[src/rtl/keypad_scanner_pkg.sv]
// Shared definitions for the keypad scanner: key codes, FSM states and the
// row/column to digit keymap.
package keypad_scanner_pkg;

    localparam logic [3:0] NOKEY_CODE = 4'd10;

    typedef enum logic [1:0] {
        SCAN        = 2'd0,
        DEB_PRESS   = 2'd1,
        PRESSED     = 2'd2,
        DEB_RELEASE = 2'd3
    } scan_state_t;

    typedef struct packed {
        logic       valid;
        logic [3:0] digit;
    } key_dec_t;

    // Exactly one low column on a digit position is a valid sample; '*', '#'
    // and multi-column patterns decode as invalid.
    function automatic key_dec_t decode_key(input logic [1:0] row, input logic [2:0] col_s);
        key_dec_t   dec;
        logic       one_low;
        logic [3:0] col_num;
        logic [3:0] row_num;
        dec     = '{valid: 1'b0, digit: NOKEY_CODE};
        one_low = 1'b1;
        col_num = '0;
        row_num = {2'b00, row};
        case (col_s)
            3'b110:  col_num = 4'd0;
            3'b101:  col_num = 4'd1;
            3'b011:  col_num = 4'd2;
            default: one_low = 1'b0;
        endcase
        if (one_low) begin
            if (row == 2'd3) begin
                if (col_num == 4'd1) begin
                    dec.valid = 1'b1;
                    dec.digit = 4'd0;
                end
            end else begin
                dec.valid = 1'b1;
                dec.digit = row_num * 4'd3 + col_num + 4'd1;
            end
        end
        return dec;
    endfunction

endpackage

[src/rtl/keypad_scanner_col_sync.sv]
// Two-flop synchroniser for the asynchronous keypad column inputs; resets to
// the idle (all pulled-up) level.
module col_sync #(
    parameter int unsigned WIDTH = 3
) (
    input  logic             clock,
    input  logic             reset,
    input  logic [WIDTH-1:0] d,
    output logic [WIDTH-1:0] q
);

    logic [WIDTH-1:0] meta_q;
    logic [WIDTH-1:0] sync_q;

    always_ff @(posedge clock or negedge reset) begin
        if (!reset) begin
            meta_q <= '1;
            sync_q <= '1;
        end else begin
            meta_q <= d;
            sync_q <= meta_q;
        end
    end

    assign q = sync_q;

endmodule

[src/rtl/keypad_scanner.sv]
// 4x3 matrix keypad scanner with press/release debounce; presents a steady
// digit code on key and a one-clock strobe per accepted press.
module keypad_scanner
    import keypad_scanner_pkg::*;
#(
    parameter int unsigned DEBOUNCE_TICKS = 4,
    parameter logic [3:0]  NOKEY          = NOKEY_CODE
) (
    input  logic       clock,
    input  logic       reset,
    input  logic       scan_tick,
    input  logic [2:0] col_n,
    output logic [3:0] row_n,
    output logic [3:0] key,
    output logic       key_strobe
);

    localparam logic [3:0] DEB_TARGET = 4'(DEBOUNCE_TICKS);

    logic [2:0]  col_s;
    scan_state_t state_q, state_d;
    logic [1:0]  row_idx_q, row_idx_d;
    logic [2:0]  cap_col_q, cap_col_d;
    logic [3:0]  deb_cnt_q, deb_cnt_d;
    logic [3:0]  key_q, key_d;
    logic        strobe_q, strobe_d;
    logic [3:0]  cnt_inc;
    key_dec_t    dec;

    col_sync #(.WIDTH(3)) u_col_sync (
        .clock (clock),
        .reset (reset),
        .d     (col_n),
        .q     (col_s)
    );

    always_ff @(posedge clock or negedge reset) begin
        if (!reset) begin
            state_q   <= SCAN;
            row_idx_q <= '0;
            cap_col_q <= '1;
            deb_cnt_q <= '0;
            key_q     <= NOKEY;
            strobe_q  <= 1'b0;
        end else begin
            state_q   <= state_d;
            row_idx_q <= row_idx_d;
            cap_col_q <= cap_col_d;
            deb_cnt_q <= deb_cnt_d;
            key_q     <= key_d;
            strobe_q  <= strobe_d;
        end
    end

    // Saturating increment: the counter must never wrap back below the target.
    assign cnt_inc = (deb_cnt_q == 4'hF) ? deb_cnt_q : deb_cnt_q + 4'd1;
    assign dec     = decode_key(row_idx_q, col_s);

    always_comb begin
        state_d   = state_q;
        row_idx_d = row_idx_q;
        cap_col_d = cap_col_q;
        deb_cnt_d = deb_cnt_q;
        key_d     = key_q;
        strobe_d  = 1'b0;
        if (scan_tick) begin
            case (state_q)
                SCAN: begin
                    if (dec.valid) begin
                        cap_col_d = col_s;
                        deb_cnt_d = 4'd1;
                        state_d   = DEB_PRESS;
                    end else begin
                        row_idx_d = row_idx_q + 2'd1;
                    end
                end
                DEB_PRESS: begin
                    if (col_s == cap_col_q) begin
                        deb_cnt_d = cnt_inc;
                        if (cnt_inc >= DEB_TARGET) begin
                            state_d  = PRESSED;
                            key_d    = dec.digit;
                            strobe_d = 1'b1;
                        end
                    end else begin
                        state_d   = SCAN;
                        deb_cnt_d = '0;
                        row_idx_d = row_idx_q + 2'd1;
                    end
                end
                PRESSED: begin
                    if (col_s != cap_col_q) begin
                        state_d   = DEB_RELEASE;
                        deb_cnt_d = (col_s == 3'b111) ? 4'd1 : 4'd0;
                    end
                end
                DEB_RELEASE: begin
                    if (col_s == 3'b111) begin
                        deb_cnt_d = cnt_inc;
                        if (cnt_inc >= DEB_TARGET) begin
                            state_d   = SCAN;
                            key_d     = NOKEY;
                            deb_cnt_d = '0;
                            row_idx_d = row_idx_q + 2'd1;
                        end
                    end else if (col_s == cap_col_q) begin
                        // Bounce back to the held key: resume without a second strobe.
                        state_d   = PRESSED;
                        deb_cnt_d = '0;
                    end else begin
                        deb_cnt_d = '0;
                    end
                end
                default: state_d = SCAN;
            endcase
        end
    end

    assign row_n      = ~(4'b0001 << row_idx_q);
    assign key        = key_q;
    assign key_strobe = strobe_q;

endmodule
[config.mk]
export PLATFORM = sky130hd
export DESIGN_NAME = keypad_scanner
export DESIGN_NICKNAME = d
export VERILOG_FILES = /design/src/rtl/keypad_scanner_pkg.sv /design/src/rtl/keypad_scanner_col_sync.sv /design/src/rtl/keypad_scanner.sv
export SDC_FILE = /design/constraint.sdc
export NUM_CORES = 1
export LEC_CHECK = 0
export BUFFER_PORTS_ARGS = -buffer_cell sky130_fd_sc_hd__buf_4
export CAP_MARGIN = 20
export CORE_MARGIN = 3
export CORE_UTILIZATION = 45
export CTS_CLUSTER_SIZE = 28
export DETAILED_ROUTE_END_ITERATION = 8
export PLACE_DENSITY = 0.66
export SYNTH_ARGS = -nofsm -noshare
export SYNTH_HDL_FRONTEND = slang
export SYNTH_HIERARCHICAL = 1
export SYNTH_SLANG_ARGS = --single-unit
[constraint.sdc]
create_clock -name clock -period 2.6 [get_ports clock]
set_input_delay 0.13 -clock clock [delete_from_list [all_inputs] [get_ports clock]]
set_output_delay 0.13 -clock clock [all_outputs]
set_load 0.01 [all_outputs]
==> results of run 1 <==
[where the power goes]
group	total, mW	internal [mW]	switching (mW)
registers	0.580	0.455	0.124
logic	0.685	0.335	0.350
clock network	0.263	0.156	0.107
[flip-flops by register name, indices dropped and copies added, names as in the netlist]
signal and cells:
u_col_sync/q 3, u_col_sync/meta_q 3, key_strobe 1, state_q 2, deb_cnt_q 4, cap_col_q 3
row_idx_q 2, key 4
[worst max path at each step]
stage | start | end | slack (ns) | cells past startpoint
floorplan | u_col_sync/q[0] | key[3] | 0.19 | 10
global placement | u_col_sync/q[0] | key[3] | 0.20 | 9
detailed placement | u_col_sync/q[0] | key[3] | 0.14 | 9
CTS | u_col_sync/q[0] | key[3] | 0.11 | 9
global route | u_col_sync/q[0] | key[3] | 0.008 | 9
finish | u_col_sync/q[0] | key[3] | 0.17 | 9
[synthesized netlist by cell type, drive strengths merged]
library cell,count
nor3,3
nand2,9
clkbuf,3
o41ai,2
o21ai,8
a21boi,1
a21o,1
nor3b,1
a31oi,2
o311ai,1
buf,5
xor2,5
dfstp,11
o22a,1
o21ba,1
a2111oi,1
mux2,8
and3b,1
fa,2
dfrtp,11
nand2b,1
o211ai,2
a22oi,1
a32o,1
nand3,2
a21oi,8
ha,8
nor2,13
o21bai,1
nor2b,2
a211oi,1
and3,1
or3,1
and2,1
nand4,1
xnor2,1
inv,13
a211o,1
o31ai,2
and2b,1
[timing repair]
| item | 4_1_cts | 5_1_grt |
|---|---|---|
| endpoints found under the hold margin | 25 | 0 |
| setup buffers | 0 | 2 |
| gates resized for setup | 0 | 1 |
| setup endpoints to repair | 0 | 2 |
| hold buffers | 4 | 0 |
[routing by layer]
metal	up-vias	GRT usage [%]
met3	2	2.10
met5	-	0
li1	512	-
met4	0	5.45
met1	505	20.6
met2	22	26.3
[per-stage QoR]
stage                     utilization, %  cell area, um2
final                               55.9            1580
after global routing                55.9            1580
after CTS                           55.3            1570
after detailed placement            52.1            1470
after global placement              52.1            1470
after floorplan                        -            1380
[area by class of cell]
cell class | instances | area share, %
clock buffers | 3 | 1.42
clock inverters | 1 | 1.90
inverters | 13 | 3.08
multi-input cells | 96 | 45.4
flip-flops and latches | 22 | 35.7
well taps | 31 | 2.45
repair buffers | 20 | 10.1
[worst min-delay path: cells and delay by family]
| family | cells | cell delay, ns |
|---|---|---|
| simple gates | 1 | 0.06 |
| compound gates | 2 | 0.17 |
| buf+inv | 1 | 0.13 |
[placed cells by master (no fill, tap or decap), types with 2 or more instances in the layout]
master,count
buf_4,16
inv_1,13
nor2_1,12
dfstp_2,11
dfrtp_1,11
nand2_1,9
a21oi_1,8
o21ai_0,8
mux2_2,8
ha_1,8
xor2_1,5
dlygate4sd3_1,4
nor3_1,3
clkbuf_4,3
nand3_1,2
a31oi_1,2
o211ai_1,2
o31ai_1,2
fa_1,2
[kinds of logic (layout without fill, tap and decap cells)]
kind of cell	Yosys count	after routing	share of synthesized area, %
buffers and inverters	21	37	7.08
XOR/XNOR	6	6	3.81
AO/OA/AOI/OAI	35	35	17.9
adder cells (fa/ha/maj)	10	10	10.2
flip-flops	22	22	41.0
AND/OR/NAND/NOR	37	37	13.5
multiplexers	8	8	6.54
==> results, run 1 <==
- The number of instances in the placed design is 176.
- The area used by sequential logic in the layout is 564 um2.
- The uppermost layer routed is met4.
- The total number of H-tree levels is 1.
- The routed via count divided by cell count is 5.60.
- The biggest area contributor in the post-synthesis netlist is dfstp_2.
- The sum of overflow across all layers after global routing is 0.
- The maximum number of pins on one net before global-route repair is 23.
- The floorplan row count is 19.
- The register bit count reported by yosys is 22.
- Summed over all layers, the routed wires come to 2490 um.
- The total area inside the core boundary comes to 0.00283 mm2.
- The source of the worst hold timing path is scan_tick.
- The net count of the mapped netlist is 155.
- Before antenna repair, the detailed router went through 4 iterations.
- The number of DRC violations after detailed-routing iteration 0 is 41.
- After detailed routing, the average wire length per cell comes to 13.4 um.
- After synthesis, the cell types taking the most area are dfstp_2 (21%), dfrtp_1 (20%), ha_1 (7.3%), mux2_2 (6.5%), inv_1 (3.5%).
- 15 I/O pins were placed.
- The CTS root buffer is clkbuf_4.
- The DRC violations left is 0.
- The worst path meets setup with 0.172 ns of slack.
- Derived from the worst setup path, the maximum achievable clock frequency is 412 MHz.
- The first global-routing pass estimated 4390 um of wire.
- After synthesis the cells add up to 0.00138 mm2.
- During placement, the flow inserted port buffers numbering 14.
- The count of fill cells added during filler insertion is 248.
- In this run the critical register-to-register path is captured at key[3].
- The die is 61.3 um wide.
- The relative max-transition margin is 68.0%.
- The origin of the critical flop-to-flop path is u_col_sync/q[0].
- The slew at the pin closest to its max-slew limit is 0.474 ns.
- The final count of pins violating max slew is 0.
- The sum of routed wire segments on met1 is 1110 um.
- The critical path's slowest cell is dfstp_2.
- The smallest hold slack is 0.211 ns.
- Clock latency on the worst-skew pair, taken at its later pin, is 0.31 ns.
- The average instance in the mapped netlist occupies 9.91 um2.
- The total number of clock tree sinks is 22.
- In this design, the stage delay of the slowest critical-path cell is 0.61 ns.
- For this run, the post-layout net count is 172.
- Setup repair after global routing left no endpoint under its margin.
- The final non-filler cell total is 186.
- The area growth from synthesis to layout is 14.9%.
- After routing, the total negative slack on setup checks comes to 0 ns.
- Counting along the longest clock path gives a buffer depth of 2.
- In the detailed route, the total length drawn on met2 is 1260 um.
- The netlist uses 43 different library cells.
- The hold violation total from the final report is 0.
- The CTS tree is done.
- The post-synthesis sequential area ratio is 41.0%.
- The count of nets left with antenna violations once routing finished came out at 0.
- Once detailed placement completed, the half-perimeter wirelength came to 1890 um.
- The leakage power summed over all cells is 0.719 nW.
- The slack of the worst reg-to-reg path is 0.17 ns.
- STA classifies the critical path startpoint as a register.
- Buffers inserted during clock tree synthesis total 3.
- The floorplan die height is 61.3 um.
- The critical path is of the reg2reg type.
- The starting density of the core is 48.7%.
- The overall die area is 0.00376 mm2.
- The via count is 1041.
- The clock-pin slew on the worst setup and hold paths is 0.13 ns.
- The type of the tightest min-delay check is in2reg.
- The initial antenna violation count is 0.
- The maximum fanout encountered on the critical timing path is 7.
- The count of maximum capacitance violations is 0.
- The share of synthesized area in the top cell type comes to 21.0%.
- Across the VDD grid, the largest voltage drop is 0.000479 V.
- The arrival time of the worst setup path is 2.67 ns.
- At the end of routability-driven placement, the weighted congestion stood at 0.774.
- The end of the worst hold path is deb_cnt_q[1].
- The signal on the critical path passes through nor2b_2, nand2_1, fa_1, inv_1, ha_1, a21o_1, a21oi_1, o21ai_0, mux2_2.
- STA classifies the critical path endpoint as a register.
- The routed wire length on met3 is 97 um.
- The flow ran to the end, and the final reports show no timing, DRC or antenna violations.
- The multi-input combinational cells in the finished layout cover a total of 718 um2.
- For this run, the total global-route usage over all layers was measured as 15.6%.
- The endpoint required time on the critical path is 2.85 ns.
- The number of antenna diodes in the final layout is 0.
- The number of cell instances on the worst register-to-register path is 9.
- The share of layout cells above drive strength 1 is 29.7%.
- The number of warnings printed during yosys synthesis is 6.
- Of the available clock period, the critical path in the final layout requires 93.4%.
- In this run the power density over the cells is 965 mW/mm2.
- The total of endpoints with negative setup slack in the final report is 0.
- Together, buffers and inverters on the worst path number 1.
- The worst slack at placement is 0.136 ns.
- The completed layout was analyzed and its total power is 1.53 mW.
- Counting every instance in the synthesized netlist gives 139.
- The number of stages on the worst hold path is 4.
- The via count of the first global-routing pass is 995.
- The worst path needs 2.43 ns of the cycle, external delays included.
- Between clock sinks in the finished design, the worst skew comes to 0.00967 ns.
- The cell family contributing the most delay on the critical path is adder cells.
(Power assumes the default switching activity.)
==> run 2, diff against run 1 <==
CORE_UTILIZATION = 52   (was 45)
PLACE_DENSITY = 0.84   (was 0.66)
==> run 2 against run 1 <==
Effect of this change:
- power is 0.80% lower
- wire length is 1.4% lower
- register-to-register slack better by 0.03 ns
- cell count is 1.1% lower
==> results, run 2 (synthesized netlist as in run 1, its figures left out) <==
- The final worst-path cycle share came to 92.1% (-1.3 points).
- The clock network latency to the later pin of the worst-skew pair came to 0.31 ns (about the same).
- The DRC violations left is 0 (unchanged).
- The post-cts gate resize count is 0 (unchanged).
- The leakage power summed over all cells came to 0.713 nW (-0.81%).
- The final count of pins violating max slew is 0 (unchanged).
- The total of endpoints with negative setup slack in the final report was 0 (unchanged).
- The clock tree skew after final layout is 0.00626 ns (-0.00341 ns).
- The origin of the critical flop-to-flop path is u_col_sync/q[0].
- The post-detailed-route wirelength per cell is 13.3 um (-0.33%).
- The achievable clock frequency is 418 MHz (+1.4%).
- The sum of overflow across all layers after global routing is 0 (unchanged).
- The final instance area is 0.00157 mm2 (-0.71%).
- The maximum cell stage delay along the critical path is 0.56 ns (-0.05 ns).
- Clock tree synthesis selected as its root buffer the cell clkbuf_4.
- The post-detailed-placement half-perimeter wirelength is 1820 um (-3.6%).
- The maximum root-to-sink buffer count is 2 (unchanged).
- The floorplan row count was 18 (-1).
- The count of fill cells added during filler insertion is 203 (-18%).
- The clock-pin slew on the worst setup and hold paths was 0.12 ns (about the same).
- The endpoint required time on the critical path was 2.85 ns (about the same).
- The initial antenna violation count was 0 (unchanged).
- The number of instances in the placed design was 175 (-0.57%).
- The critical path's slowest cell is dfstp_2.
- The endpoint type of the worst setup path is a register.
- The worst ir drop on vdd is 0.000536 V (+12%).
- The global-route wire length before repair is 4320 um (-1.6%).
- The areal power density over the cells is 964 mW/mm2 (about the same).
- The net total in the final layout is 171 (-0.58%).
- In the layout the commonest cells are buf_4 (15), inv_1 (13), nor2_1 (12).
- The routed wire length is 2460 um (-1.4%).
- The maximum fanout encountered on the critical timing path is 3 (-4).
- Setup repair after global routing left no endpoint under its margin.
- The total negative setup slack came to 0 ns (unchanged).
- The starting density of the core is 55.1% (+6.4 points).
- The slew at the pin closest to its max-slew limit is 0.468 ns (-0.00617 ns).
- The global placement routability congestion is 0.769 (-0.65%).
- The share of layout cells above drive strength 1 is 28.6% (-1.1 points).
- The number of detailed-routing iterations run before antenna repair is 4 (unchanged).
- The count of maximum capacitance violations is 0 (unchanged).
- The total number of clock tree sinks is 22 (unchanged).
- The relative max-transition margin is 68.4% (+0.42 points).
- The global router's overall resource usage is 16.5% (+0.94 points).
- The number of diodes added for antenna fixing is 0 (unchanged).
- The buffers plus inverters on the worst setup path is 1 (unchanged).
- The slack of the worst reg-to-reg path is 0.21 ns (+0.03 ns).
- Broken down by cell family, the worst path's largest delay share belongs to adder cells.
- The count of input and output buffers is 14 (unchanged).
- Leaving out fill and tap cells, the most frequent cell in the layout is buf_4.
- From synthesis to final layout, the design area changed by 14.1%.
- The post-route minimum period is 2.39 ns (-0.0342 ns).
- The critical path is of the reg2reg type.
- The multi-input gate area in the final layout is 716 um2 (-0.35%).
- The horizontal die dimension is 57.5 um (-6.3%).
- The endpoint identified for the worst register-to-register timing path is key[3].
- The area used by sequential logic in the layout is 564 um2 (unchanged).
- The number of I/O pins is 15 (unchanged).
- The number of DRC violations after detailed-routing iteration 0 came to 31 (-24%).
- The count of antenna-violating nets left after detailed routing is 0 (unchanged).
- The number of buffers created by CTS is 3 (unchanged).
- The core region area came to 0.00250 mm2 (-12%).
- The area after detailed placement came to 0.00147 mm2 (about the same).
- The floorplan die height came to 57.5 um (-6.3%).
- The via count of the first global-routing pass is 1009 (+1.4%).
- Traced cell by cell, the critical path runs through nor2b_1, nand2_1, fa_1, inv_1, ha_1, a21o_1, a21oi_1, o21ai_0, mux2_2.
- The via count is 1033 (-0.77%).
- The startpoint type of the worst setup path is a register.
- The number of cell instances on the worst register-to-register path is 9 (unchanged).
- The hold violation total from the final report is 0 (unchanged).
- The run finished with clean final reports.
- The type of the tightest min-delay check is in2async.
- The end-of-flow core utilization was 62.9% (+6.9 points).
- The maximum number of pins on one net before global-route repair was 23 (unchanged).
- The final non-filler cell total is 184 (-1.1%).
- TritonCTS built the clock tree.
- The overall die area is 0.00330 mm2 (-12%).
- The total number of H-tree levels is 1 (unchanged).
- The arrival time of the worst setup path is 2.65 ns (-0.02 ns).
- The routed via count divided by cell count was 5.61 (+0.31%).
[run 2: cell types whose count changed in the layout (fill, tap and decap cells not counted)]
cell / change
nor2b_2: -1
buf_4: -1
nor2b_1: +1
[run 2: where the power goes]
part / total (mW) / switching, mW / internal (mW)
registers: 0.578 / 0.123 / 0.455
logic: 0.679 / 0.347 / 0.333
clock network: 0.258 / 0.102 / 0.156
total: 1.52 / 0.571 / 0.944
[run 2: worst register-to-register path, delay by kind of cell (launching register included)]
family / cells / cell delay [ns]
mux: 1 / 0.27
compound gates: 3 / 0.39
simple gates: 2 / 0.26
flops: 1 / 0.56
buf+inv: 1 / 0.06
fa+ha+maj: 2 / 0.82
[run 2: worst max path at each step]
stage / startpoint / end / depth (start not counted)
floorplan: u_col_sync/q[0] / key[3] / 10
global placement: u_col_sync/q[0] / key[3] / 9
global route: u_col_sync/q[0] / key[3] / 9
CTS: u_col_sync/q[0] / key[3] / 9
finish: u_col_sync/q[0] / key[3] / 9
detailed placement: u_col_sync/q[0] / key[3] / 9
[run 2: per-layer routing]
layer / vias up / GRT usage, % / routed length [um]
met5: - / 0 / 0
met4: 0 / 7.28 / 36
met3: 5 / 2.94 / 74
met2: 21 / 26.3 / 1210
met1: 497 / 22.0 / 1130
li1: 510 / - / -
[run 2: repair_timing]
item                                    CTS  global route
hold endpoints to repair                 25             0
hold buffers                              4             0
setup buffers                             0             1
endpoints found under the setup margin    0             1
[run 2: area by class of cell]
type                    instances  area share [%]
repair buffers                 19            9.71
inverters                      13            3.11
well taps                      30            2.39
clock inverters                 1            1.91
flip-flops and latches         22            35.9
multi-input cells              96            45.5
clock buffers                   3            1.43
[run 2: per-stage QoR]
step | hold slack, ns | total power [mW] | worst slack (ns)
5_1_grt | 0.226 | 1.66 | 0.0661
2_1_floorplan | -0.166 | 1.08 | 0.193
6_report | 0.221 | 1.52 | 0.206
4_1_cts | 0.215 | 1.53 | 0.0968
3_3_place_gp | 0.0272 | 1.22 | 0.206
3_5_place_dp | 0.0300 | 1.26 | 0.118
==> run 3, diff against run 2 <==
CORE_ASPECT_RATIO = 1.4   (was unset)
==> run 3 against run 2 <==
Effect of this change:
- cell count grew 3.3%
- highest routed layer unchanged
- utilization up 1.6 points
- clock skew barely moved
- largest power group unchanged
- largest cell class unchanged
- register-to-register slack got worse by 0.04 ns
- critical path depth is the same
==> results, run 3 (synthesized netlist as in run 1, its figures left out) <==
- The flow ran to the end, and the final reports show no timing, DRC or antenna violations.
- The areal power density over the cells is 961 mW/mm2 (-0.31%).
- The routed via count divided by cell count is 5.53 (-1.5%).
- The hold violation total from the final report came to 0 (unchanged).
- The worst setup path is captured at a register.
- The number of DRC violations after detailed-routing iteration 0 is 15 (-52%).
- In this run the worst hold path is classified as in2async.
- The floorplan die height is 66.9 um (+16%).
- The via count of the first global-routing pass is 1057 (+4.8%).
- The routed wire length is 2490 um (+1.3%).
- The relative max-transition margin is 60.7% (-7.7 points).
- In the layout the commonest cells are buf_4 (17), inv_1 (13), nor2_1 (12).
- The count of maximum capacitance violations was 0 (unchanged).
- Compared with the post-synthesis result, the final layout area differs by 15.5%.
- The number of detailed-routing iterations run before antenna repair was 4 (unchanged).
- The share of total power consumed by net switching is 37.9% (+0.23 points).
- The maximum cell stage delay along the critical path came to 0.57 ns (about the same).
- The arrival time of the worst setup path was 2.70 ns (+0.05 ns).
- The part of the total power dissipated in sequential elements is 37.7% (-0.5 points).
- Walking the worst path, the cells encountered are nor2b_1, nand2_1, fa_1, inv_1, ha_1, a21o_1, a21oi_1, o21ai_0, mux2_2.
- The net total in the final layout is 173 (+1.2%).
- The startpoint type of the worst setup path is a register.
- The total number of H-tree levels is 1 (unchanged).
- The count of fill cells added during filler insertion was 202 (-0.49%).
- The proportion of power drawn by the clock network is 17.1% (about the same).
- The initial antenna violation count is 0 (unchanged).
- The switching power is 580 uW (+1.6%).
- The total of endpoints with negative setup slack in the final report is 0 (unchanged).
- The maximum root-to-sink buffer count is 2 (unchanged).
- The share of layout cells above drive strength 1 is 29.5% (+0.92 points).
- The number of I/O pins is 15 (unchanged).
- The core region area is 0.00247 mm2 (-1.2%).
- The starting density of the core is 55.8% (+0.67 points).
- The worst register-to-register path begins at u_col_sync/q[0].
- The total negative setup slack is 0 ns (unchanged).
- On the critical path, the stage with the largest delay is an instance of dfstp_2.
- The sum of overflow across all layers after global routing is 0 (unchanged).
- The floorplan row count is 21 (+3).
- The worst setup path is of the reg2reg kind.
- The via count is 1051 (+1.7%).
- Leaving out fill and tap cells, the most frequent cell in the layout is buf_4.
- The endpoint required time on the critical path was 2.86 ns (about the same).
- The total number of clock tree sinks was 22 (unchanged).
- The clock-pin slew on the worst setup and hold paths came to 0.12 ns (about the same).
- The slew at the pin closest to its max-slew limit came to 0.582 ns (+0.114 ns).
- The maximum number of pins on one net before global-route repair came to 23 (unchanged).
- The clock network latency to the later pin of the worst-skew pair is 0.32 ns (about the same).
- The proportion of power drawn by combinational gates was 45.2% (+0.4 points).
- The final count of pins violating max slew is 0 (unchanged).
- The end-of-flow core utilization came to 64.4% (+1.6 points).
- The achievable clock frequency is 411 MHz (-1.6%).
- The post-detailed-route wirelength per cell was 13.1 um (-1.9%).
- The CTS tree is done.
- The count of input and output buffers was 14 (unchanged).
- The post-detailed-placement half-perimeter wirelength was 1900 um (+4.2%).
- The endpoint of the lowest-slack register-to-register path is key[3].
- The overall die area came to 0.00331 mm2 (+0.26%).
- The internal power of the cells is 950 uW (+0.59%).
- The final worst-path cycle share is 93.6% (+1.5 points).
- The worst ir drop on vdd is 0.000636 V (+19%).
- The post-cts gate resize count was 0 (unchanged).
- The number of cell instances on the worst register-to-register path is 9 (unchanged).
- The maximum fanout encountered on the critical timing path is 4 (+1).
- The global router's overall resource usage is 18.0% (+1.5 points).
- The buffers plus inverters on the worst setup path is 1 (unchanged).
- The cell family contributing the most delay on the critical path is adder cells.
- The count of antenna-violating nets left after detailed routing is 0 (unchanged).
- The leakage power summed over all cells is 0.723 nW (+1.3%).
- Setup repair after global routing left no endpoint under its margin.
- The root buffer cell chosen for the clock tree is clkbuf_4.
- The smallest hold slack is 0.208 ns (-0.0136 ns).
- The slack of the worst reg-to-reg path was 0.17 ns (-0.04 ns).
- The global placement routability congestion is 0.893 (+16%).
- The clock tree skew after final layout is 0.00667 ns (+0.000408 ns).
- The number of diodes added for antenna fixing came to 0 (unchanged).
- The global-route wire length before repair is 4440 um (+2.9%).
- The number of buffers created by CTS came to 3 (unchanged).
- The horizontal die dimension is 49.5 um (-14%).
- The post-route minimum period is 2.43 ns (+0.0399 ns).
- The DRC violations left was 0 (unchanged).
## run 3: changes by cell type in the layout (fill, tap and decap cells not counted)
cell / previous run / this run
buf_4: 15 / 17
## run 3: worst max-delay path by stage
stage                                from      to  slack (ns)  cells after the start
after detailed placement  u_col_sync/q[0]  key[3]        0.12                      9
after floorplan           u_col_sync/q[0]  key[3]        0.19                     10
after global routing      u_col_sync/q[0]  key[3]        0.09                      9
after global placement    u_col_sync/q[0]  key[3]        0.20                      9
final                     u_col_sync/q[0]  key[3]        0.17                      9
after CTS                 u_col_sync/q[0]  key[3]        0.11                      9
## run 3: cell type report
type	instances	area (um2)	area share, %
flip-flops and latches	22	564	35.5
clock inverters	1	30.0	1.89
well taps	34	42.5	2.67
clock buffers	3	22.5	1.42
inverters	13	48.8	3.07
repair buffers	21	168	10.5
multi-input cells	96	716	45.0
## run 3: layer usage
metal  share of wire [%]  track usage, %
met1                  39            17.3
met2                  54            33.2
met3                 4.8            4.03
met4                 2.9            13.5
met5                   0               0
## run 3: power groups by stage
stage               Clock, mW  Sequential, mW  Combinational (mW)
floorplan                   0           0.529               0.551
global placement            0           0.575               0.655
detailed placement          0           0.583               0.681
CTS                     0.272           0.577               0.691
global route            0.287           0.597               0.788
finish                  0.262           0.577               0.692
## run 3: what timing repair did
action,in CTS,in global routing
hold buffers,4,0
hold endpoints to repair,25,0
setup buffers,0,2
endpoints found under the setup margin,0,1
## run 3: through the flow
stage                     instances  setup WS [ns]  instance area (um2)  power [mW]
after global placement          180          0.200                 1480        1.23
final                           190          0.166                 1590        1.53
after floorplan                 139          0.193                 1380        1.08
after CTS                       188          0.107                 1580        1.54
after detailed placement        180          0.120                 1480        1.26
after global routing            190         0.0858                 1590        1.67
